==> config.mk <==
export PLATFORM = sky130hd
export DESIGN_NAME = inst_fetch_flat
export DESIGN_NICKNAME = d
export VERILOG_FILES = /design/src/rtl/inst_fetch_if.sv /design/src/rtl/inst_fetch.sv /design/src/flat_wrapper.sv
export SDC_FILE = /design/constraint.sdc
export NUM_CORES = 1
export LEC_CHECK = 0
export CAP_MARGIN = 20
export CORE_MARGIN = 1
export CORE_UTILIZATION = 55
export CTS_BUF_LIST = sky130_fd_sc_hd__clkbuf_16
export CTS_CLUSTER_SIZE = 25
export DETAILED_ROUTE_END_ITERATION = 7
export DONT_BUFFER_PORTS = 1
export GPL_ROUTABILITY_DRIVEN = 0
export HOLD_SLACK_MARGIN = 0.06
export PLACE_DENSITY = 0.7
export SYNTH_ARGS = -nofsm -noshare
export SYNTH_HDL_FRONTEND = slang
export SYNTH_SLANG_ARGS = --single-unit
==> constraint.sdc <==
create_clock -name clk -period 4.4 [get_ports clk]
set_input_delay 0.22 -clock clk [delete_from_list [all_inputs] [get_ports clk]]
set_output_delay 0.22 -clock clk [all_outputs]
set_load 0.05 [all_outputs]
==> src/rtl/inst_fetch_if.sv <==
// Instruction-memory read port shared by the fetch unit (master) and the
// instruction memory (slave). Read data returns one cycle after the
// address/enable pair is sampled.
interface inst_fetch_if;
    logic [15:0] imem_addr;
    logic        imem_en;
    logic [15:0] imem_rdata;

    modport master (
        output imem_addr,
        output imem_en,
        input  imem_rdata
    );

    modport slave (
        input  imem_addr,
        input  imem_en,
        output imem_rdata
    );
endinterface

==> src/rtl/inst_fetch.sv <==
// Instruction fetch stage. It keeps one read outstanding to a synchronous
// instruction memory and presents {pc, inst} to decode. A one-entry skid
// buffer keeps a returning word while decode stalls, so no instruction is
// lost or repeated. Jumps and branches redirect the fetch stream, and a HALT
// opcode drains the pipe until do_halt freezes the block.
module inst_fetch (
    input  logic         clk,
    input  logic         rst,            // asynchronous, active-low
    inst_fetch_if.master imem,
    input  logic         stall,
    input  logic         do_jump,
    input  logic [15:0]  jump_address,
    input  logic         do_branch,
    input  logic [15:0]  branch_target,
    input  logic         do_halt,
    output logic [31:0]  to_inst,
    output logic [15:0]  fetch_count,
    output logic         halted
);

    localparam logic [3:0] OP_NOP  = 4'b0000;
    localparam logic [3:0] OP_HALT = 4'b1111;

    typedef enum logic [1:0] {
        FILL,
        RUN,
        DRAIN,
        HALTED
    } state_t;

    // Address of the read that is currently in the memory pipe.
    typedef struct packed {
        logic        valid;
        logic [15:0] pc;
    } inflight_t;

    // Returned word parked while decode is stalled.
    typedef struct packed {
        logic        valid;
        logic [15:0] pc;
        logic [15:0] inst;
    } skid_t;

    state_t      state;
    logic [15:0] pc_q;
    inflight_t   inflight;
    skid_t       skid;

    logic        redirect;
    logic [15:0] target;
    logic        next_valid;
    logic [15:0] next_pc;
    logic [15:0] next_word;
    logic        next_is_halt;
    logic        next_counts;

    assign imem.imem_addr = pc_q;
    assign imem.imem_en   = (state == FILL) || (state == RUN);

    // Redirect request and its target; a branch outranks a jump.
    always_comb begin
        // NOTE: every always_comb output gets a default first so no latch is inferred.
        redirect = do_branch || do_jump;
        target   = jump_address;
        if (do_branch) begin
            target = branch_target;
        end
    end

    // Word that decode receives on the next unstalled edge: the skid entry
    // is older than the in-flight read, so it always goes first.
    always_comb begin
        next_valid = 1'b0;
        next_pc    = pc_q;
        next_word  = 16'h0000;
        if (skid.valid) begin
            next_valid = 1'b1;
            next_pc    = skid.pc;
            next_word  = skid.inst;
        end else if (inflight.valid) begin
            next_valid = 1'b1;
            next_pc    = inflight.pc;
            next_word  = imem.imem_rdata;
        end
        next_is_halt = next_valid && (next_word[15:12] == OP_HALT);
        next_counts  = next_valid && (next_word[15:12] != OP_NOP);
    end

    // Fetch FSM with the pc, in-flight tag, skid buffer and registered outputs.
    always_ff @(posedge clk or negedge rst) begin
        // NOTE: sequential state uses non-blocking assignments so every register sees pre-edge values.
        if (!rst) begin
            state       <= FILL;
            pc_q        <= 16'h0000;
            inflight    <= '0;
            skid        <= '0;
            to_inst     <= 32'h0000_0000;
            fetch_count <= 16'h0000;
            halted      <= 1'b0;
        end else if (state == HALTED) begin
            // Frozen until reset: redirects and stall have no effect.
            halted <= 1'b1;
        end else if (do_halt) begin
            state          <= HALTED;
            halted         <= 1'b1;
            inflight.valid <= 1'b0;
            skid.valid     <= 1'b0;
            to_inst        <= {pc_q, 16'h0000};
        end else if (redirect) begin
            // A redirect wins over stall: decode is told about the new stream at once.
            state          <= FILL;
            pc_q           <= target;
            inflight.valid <= 1'b0;
            skid.valid     <= 1'b0;
            to_inst        <= {target, 16'h0000};
        end else begin
            case (state)
                FILL: begin
                    inflight.valid <= 1'b1;
                    inflight.pc    <= pc_q;
                    pc_q           <= pc_q + 16'd1;
                    to_inst        <= {pc_q, 16'h0000};
                    state          <= RUN;
                end
                RUN: begin
                    if (stall) begin
                        // Park the returning word; pc_q and to_inst hold.
                        if (inflight.valid) begin
                            skid.valid     <= 1'b1;
                            skid.pc        <= inflight.pc;
                            skid.inst      <= imem.imem_rdata;
                            inflight.valid <= 1'b0;
                        end
                    end else begin
                        to_inst    <= {next_pc, next_word};
                        skid.valid <= 1'b0;
                        if (next_counts) begin
                            fetch_count <= fetch_count + 16'd1;
                        end
                        if (next_is_halt) begin
                            // Stop issuing reads once a HALT reaches decode.
                            inflight.valid <= 1'b0;
                            state          <= DRAIN;
                        end else begin
                            inflight.valid <= 1'b1;
                            inflight.pc    <= pc_q;
                            pc_q           <= pc_q + 16'd1;
                        end
                    end
                end
                DRAIN: begin
                    if (!stall) begin
                        to_inst <= {pc_q, 16'h0000};
                    end
                end
                default: begin
                    state <= HALTED;
                end
            endcase
        end
    end

endmodule

==> src/flat_wrapper.sv <==
// flat-port wrapper written by rule: the top's interface ports become plain ports
module inst_fetch_flat 
  (clk, rst, stall, do_jump, jump_address, do_branch, branch_target, do_halt, to_inst, fetch_count, halted, imem_imem_addr, imem_imem_en, imem_imem_rdata);
  inst_fetch_if imem_i ();
  input  logic clk;
  input  logic rst;
  input  logic stall;
  input  logic do_jump;
  input  logic [15:0] jump_address;
  input  logic do_branch;
  input  logic [15:0] branch_target;
  input  logic do_halt;
  output logic [31:0] to_inst;
  output logic [15:0] fetch_count;
  output logic halted;
  output wire logic [$bits(imem_i.imem_addr)-1:0] imem_imem_addr;
  output wire logic [$bits(imem_i.imem_en)-1:0] imem_imem_en;
  input wire logic [$bits(imem_i.imem_rdata)-1:0] imem_imem_rdata;
  assign imem_imem_addr = imem_i.imem_addr;
  assign imem_imem_en = imem_i.imem_en;
  assign imem_i.imem_rdata = imem_imem_rdata;
  inst_fetch u_core (.clk(clk), .rst(rst), .imem(imem_i), .stall(stall), .do_jump(do_jump), .jump_address(jump_address), .do_branch(do_branch), .branch_target(branch_target), .do_halt(do_halt), .to_inst(to_inst), .fetch_count(fetch_count), .halted(halted));
endmodule
* Yosys cells after proc, flatten, opt, wreduce, memory -nomap -nowiden
Index checks and enable logic that the tools add are counted.
Cells by class: add/subtract/negate cells 2, equality and inequality tests 13, mux-type cells 36, bitwise gates (word level) 4, reduce and logical (&&, ||, !) cells 20
Operators with widths (number):
- 16-bit 2-to-1 mux | 10
- 32-bit 2-to-1 mux | 5
- 32-bit one-hot mux with 3 select lines | 1
- 33-bit 2-to-1 mux | 2
- 17-bit one-hot mux with 2 select lines | 1
- 16-bit by 1-bit adder with 16-bit output, second input constant | 2
- 16-bit one-hot mux with 2 select lines | 1
- 6-bit AND reduction | 3
- 1-bit 2-to-1 mux | 11
- 3-bit by 2-bit != test with 1-bit output, second input constant | 3
- 2-bit 2-to-1 mux | 4
- 4-bit by 3-bit != test with 1-bit output, second input constant | 2
- 4-bit AND reduction | 2
- 4-bit nonzero test | 2
- 2-bit one-hot mux with 3 select lines | 1
- 3-bit nonzero test | 2
- 5-bit AND reduction | 1
- 5-bit nonzero test | 1
- 2-bit == test, second input constant | 2
- 4-bit == test, second input constant | 1
- 2-bit != test, second input constant | 2
- 4-bit by 1-bit != test with 1-bit output, second input constant | 1
- 4-bit by 2-bit != test with 1-bit output, second input constant | 1
- 1-bit inverter | 4
- 7 further kinds | 10
Storage, ports and cells: bits in registers 117, bits of input ports 54, output and inout port bits 66

* Logic depth before layout (Yosys ltp)
word-level depth 9, mapped depth 9

* Worst setup path after synthesis
No wires, ideal clock.
kind reg2reg, start register u_core.pc_q[0] (netlist: u_core.imem.imem_addr[0]), end register u_core.pc_q[14] (netlist: u_core.imem.imem_addr[14]), setup time 0.083 ns, data arrival time 1.988 ns, setup slack 2.329 ns, stages on the path, launching flop included 7, cells stage by stage dfrtp_1 ha_1 nand3_1 nor4_1 nand2_1 o31a_1 o21ai_0
Between the ends: cells in the longest elaborated chain, start to end 5
Ends and longest elaborated chain:
- start, declared | line inst_fetch.sv:45 | logic [15:0] pc_q;
- start signal, assigned | line inst_fetch.sv:112 | pc_q <= target;
- start signal, assigned | line inst_fetch.sv:121 | pc_q <= pc_q + 16'd1;
- start signal, assigned | line inst_fetch.sv:147 | pc_q <= pc_q + 16'd1;
- 16-bit by 1-bit adder with 16-bit output * | line inst_fetch.sv:121, inst_fetch.sv:147
- 16-bit 2-to-1 mux | line inst_fetch.sv:140 | if (next_is_halt) begin
- 16-bit 2-to-1 mux | line inst_fetch.sv:126 | if (stall) begin
- 16-bit one-hot mux with 2 select lines * | line inst_fetch.sv:117 | case (state)
- 16-bit 2-to-1 mux * | line inst_fetch.sv:109 | end else if (redirect) begin
Every way passes the cells marked *; elsewhere a longest branch is shown, timed or not. The select of a mux whose other input is x is not followed. A chain may end at the register's enable or synchronous reset.

* Worst setup path in the final report
start register u_core.skid[32] (netlist bit), end register u_core.to_inst[29]
Between the ends: cells in the longest elaborated chain, start to end 5
Ends and longest elaborated chain:
- start, declared | line inst_fetch.sv:47 | skid_t skid;
- 16-bit 2-to-1 mux | line inst_fetch.sv:76 | if (skid.valid) begin
- 32-bit 2-to-1 mux | line inst_fetch.sv:126
- 32-bit one-hot mux with 3 select lines | line inst_fetch.sv:117
- 32-bit 2-to-1 mux | line inst_fetch.sv:109
- 32-bit 2-to-1 mux | line inst_fetch.sv:103 | end else if (do_halt) begin
- end signal, assigned | line inst_fetch.sv:108 | to_inst <= {pc_q, 16'h0000};
- end signal, assigned | line inst_fetch.sv:115 | to_inst <= {target, 16'h0000};
- end signal, assigned | line inst_fetch.sv:122 | to_inst <= {pc_q, 16'h0000};
- end, declared | line inst_fetch.sv:16 | output logic [31:0] to_inst,
No other way between the ends. The select of a mux whose other input is x is not followed.

==> key figures <==
Run status
  • Outcome: finished clean

Floorplanning
  • IO Count: 120
  • Starting density of the core: 56.3%
  • Die W: 105 µm
  • Core Area: approximately 10000 µm²
  • FP Rows: 37
  • DIE AREA: 10900 µm²
  • Overall die height: approximately 100 µm

Layout
  • Commonest non-fill, non-tap cell in the layout: dfrtp_1
  • NumNets Final: 598
  • Most frequent cells in the layout: 117 x dfrtp_1, 52 x nand2_1, 50 x o21ai_0
  • Area grow syn2layout: 14.5%
  • Number of diodes: 0
  • Layout cell share with drive strength beyond 1: between 10% and 20%
  • Fillers: about 810

Pwr
  • Leak: between 2 and 3 nW
  • PwrDens: slightly below 600 nW/µm²
  • VDD IR max: approximately 0.00029 V

Synthesis
  • Dominant synthesized flop cell: dfrtp_1
  • Post-synthesis instance area: 5780 µm²
  • Sequential fraction of the synthesis area: 50.6%
  • Syn_area_per_cell: roughly 11 µm²
  • Post-synth EDFFs: 0
  • Number of distinct library cells after synthesis: 54
  • Syn Inst Count: about 540
  • #FFs+latches synth: around 120
  • Async SR Flop Fraction: 100%
  • Net Count, Synth: between 500 and 600
  • Synth top area cells: dfrtp_1 51%, mux2_2 9.3%, o21ai_0 4.3%
  • Area leader, netlist: dfrtp_1
  • Yosys top cell area share: 50.6%
  • YS warnings: 0

CTS
  • Clock Pin Slew Worst Setup and Hold Paths: around 0.060 ns
  • CTS tree: yes
  • Clock latency on the worst-skew pair: 0.41 ns
  • # clock sinks: approximately 120
  • CTS Buf Count: 17
  • Post-CTS Setup Bufs: 0
  • Maximum level of the CTS H-tree: 4
  • Max Root-Sink Buffers: 2
  • CTS Root Cell: clkbuf_16

Routing
  • Vias/cell: 6.68
  • DRT Wirelength: roughly 15 mm
  • Vias: 4618
  • Pre-antenna DRT Iters: 5
  • Routed len/inst: 21.6 µm
  • DRC: 0
  • Drt initial violations: roughly 430
  • Routed Antenna Nets: 0

Timing
  • Worst hold margin: 0.0654 ns
  • Fin Setup TNS: 0 ns
  • Worst Skew: 0.0102 ns
  • Min cycle time layout: about 3.0 ns
  • Tcrit/Tclk final: approximately 67%
  • Relative slew slack: between 20 and 30%
  • Slew Limit Fails: 0
  • Slew at the pin closest to its max-slew limit: approximately 1.1 ns
  • Max Fclk: ~340 MHz
  • RSZ-0062 raised after global routing: no
  • # setup viols final: 0
  • Post-route setup slack: approximately 1.4 ns
  • Final hold vios: 0

Critical path
  • FF-to-FF path depth: 5
  • Worst-path maximum fanout: 28
  • Crit. End Element: register
  • Nature of the critical path startpoint: register
  • Crit path from: u_core.skid[32]
  • Setup CP Type: register to register
  • R2R Setup Slk: roughly 1.4 ns
  • CP required: about 4.7 ns
  • Worst r2r src: u_core.skid[32]
  • Worst setup endpoint: u_core.to_inst[29]
  • Critical Path AT: 3.29 ns
  • Critical R2R Capture: u_core.to_inst[29]

GRT
  • Largest net degree at the start of global routing: 118
  • First-pass GRT wire length: roughly 24 mm
  • Remaining Overflow, GRT: 0
  • All-Layer GR Usage: between 20% and 30%
  • Initial antenna violation count: 0
  • Number of global-route vias before repair: 4658

Placed design
  • Port Buffers: 0
  • Dpl ws: around 1.5 ns
  • Post-DP HPWL: slightly above 9 mm

Job
  • Max-cap viol count: 0

Hold path
  • Hold Crit Class: input port to register
[worst max-delay path, stage by stage (launching register included)]
cell and delay (ns):
dfrtp_1 0.96, clkinv_1 0.80, a21o_1 0.59, a21oi_1 0.23, o21ai_0 0.10, o21ai_0 0.18
[flip-flops by register name (all words and copies together), names as in the netlist]
register               flops
u_core.halted              1
u_core.state               2
u_core.to_inst            32
u_core.imem.imem_addr     16
u_core.fetch_count        16
u_core.skid               33
u_core.inflight           17
[timing repair]
| action | in CTS | in global routing |
|---|---|---|
| hold buffers | 19 | 0 |
| endpoints found under the hold margin | 139 | 0 |
| gates resized for setup | 0 | 0 |
[cells by family after synthesis]
group | after synthesis | synth area share (%)
AO/OA/AOI/OAI | 179 | 20.9
flip-flops | 117 | 50.6
adder cells (fa/ha/maj) | 4 | 0.779
XOR/XNOR | 15 | 2.27
buffers and inverters | 50 | 4.41
AND/OR/NAND/NOR | 129 | 11.4
multiplexers | 49 | 9.54
[per-stage QoR]
stage	cells	power, mW	util (%)	area (µm²)
final	691	3.82	64.4	6620
after global routing	691	3.95	64.4	6620
after CTS	690	3.82	64.2	6600
after detailed placement	639	2.30	56.0	5760
after global placement	639	2.28	56.0	5760
after floorplan	543	2.17	-	5780
[routing by layer]
layer  vias to the layer above  global-route usage (%)  part of all wire [%]
li1                       2043                       -                     -
met1                      2299                    38.2                    43
met2                       244                    42.5                    45
met3                        32                    10.1                   9.8
met4                         0                    11.2                   2.2
met5                         -                       0                     0
[final cells by class]
class | count | area [µm²] | share of cell area [%]
well taps | 136 | 170 | 2.57
repair buffers | 24 | 258 | 3.89
flip-flops and latches | 117 | 2930 | 44.2
inverters | 6 | 22.5 | 0.340
clock inverters | 15 | 213 | 3.21
clock buffers | 17 | 425 | 6.42
multi-input cells | 376 | 2610 | 39.4
[how the worst min path moves through the flow]
stage | startpoint | to | slack (ns) | cells after the start
CTS | imem_imem_rdata[15] | u_core.to_inst[15] | 0.06 | 2
detailed placement | rst | u_core.to_inst[5] | -0.07 | 0
finish | imem_imem_rdata[15] | u_core.to_inst[15] | 0.07 | 2
floorplan | rst | u_core.fetch_count[0] | -0.08 | 0
global route | imem_imem_rdata[1] | u_core.to_inst[1] | 0.06 | 2
global placement | rst | u_core.to_inst[5] | -0.07 | 0
[report_power, final]
part	leakage, nW	internal (mW)	switching, mW
Combinational	0.943	0.153	0.190
Clock	0.296	0.996	0.493
Sequential	1.57	1.22	0.765
Total	2.81	2.37	1.45
[Yosys cell counts, types with 2 or more instances]
library cell / count
a211o_1: 2
a21o_1: 2
a21oi_1: 27
a22o_1: 7
a22oi_1: 30
a31oi_1: 3
and2_1: 2
and3_1: 8
buf_2: 10
buf_4: 6
buf_6: 4
clkbuf_1: 22
clkbuf_2: 2
dfrtp_1: 117
ha_1: 2
inv_1: 5
maj3_1: 2
mux2_2: 48
nand2_1: 52
nand2b_1: 4
nand3_1: 32
nand4_1: 7
nand4b_1: 2
nor2_1: 6
nor3_1: 3
nor3_2: 2
nor4_1: 3
o211ai_1: 2
o21ai_0: 50
o21ai_1: 3
o221ai_1: 15
o22ai_1: 3
o31a_1: 7
o31ai_1: 20
xnor2_1: 14
No activity file was read; power rests on OpenSTA's default activity.
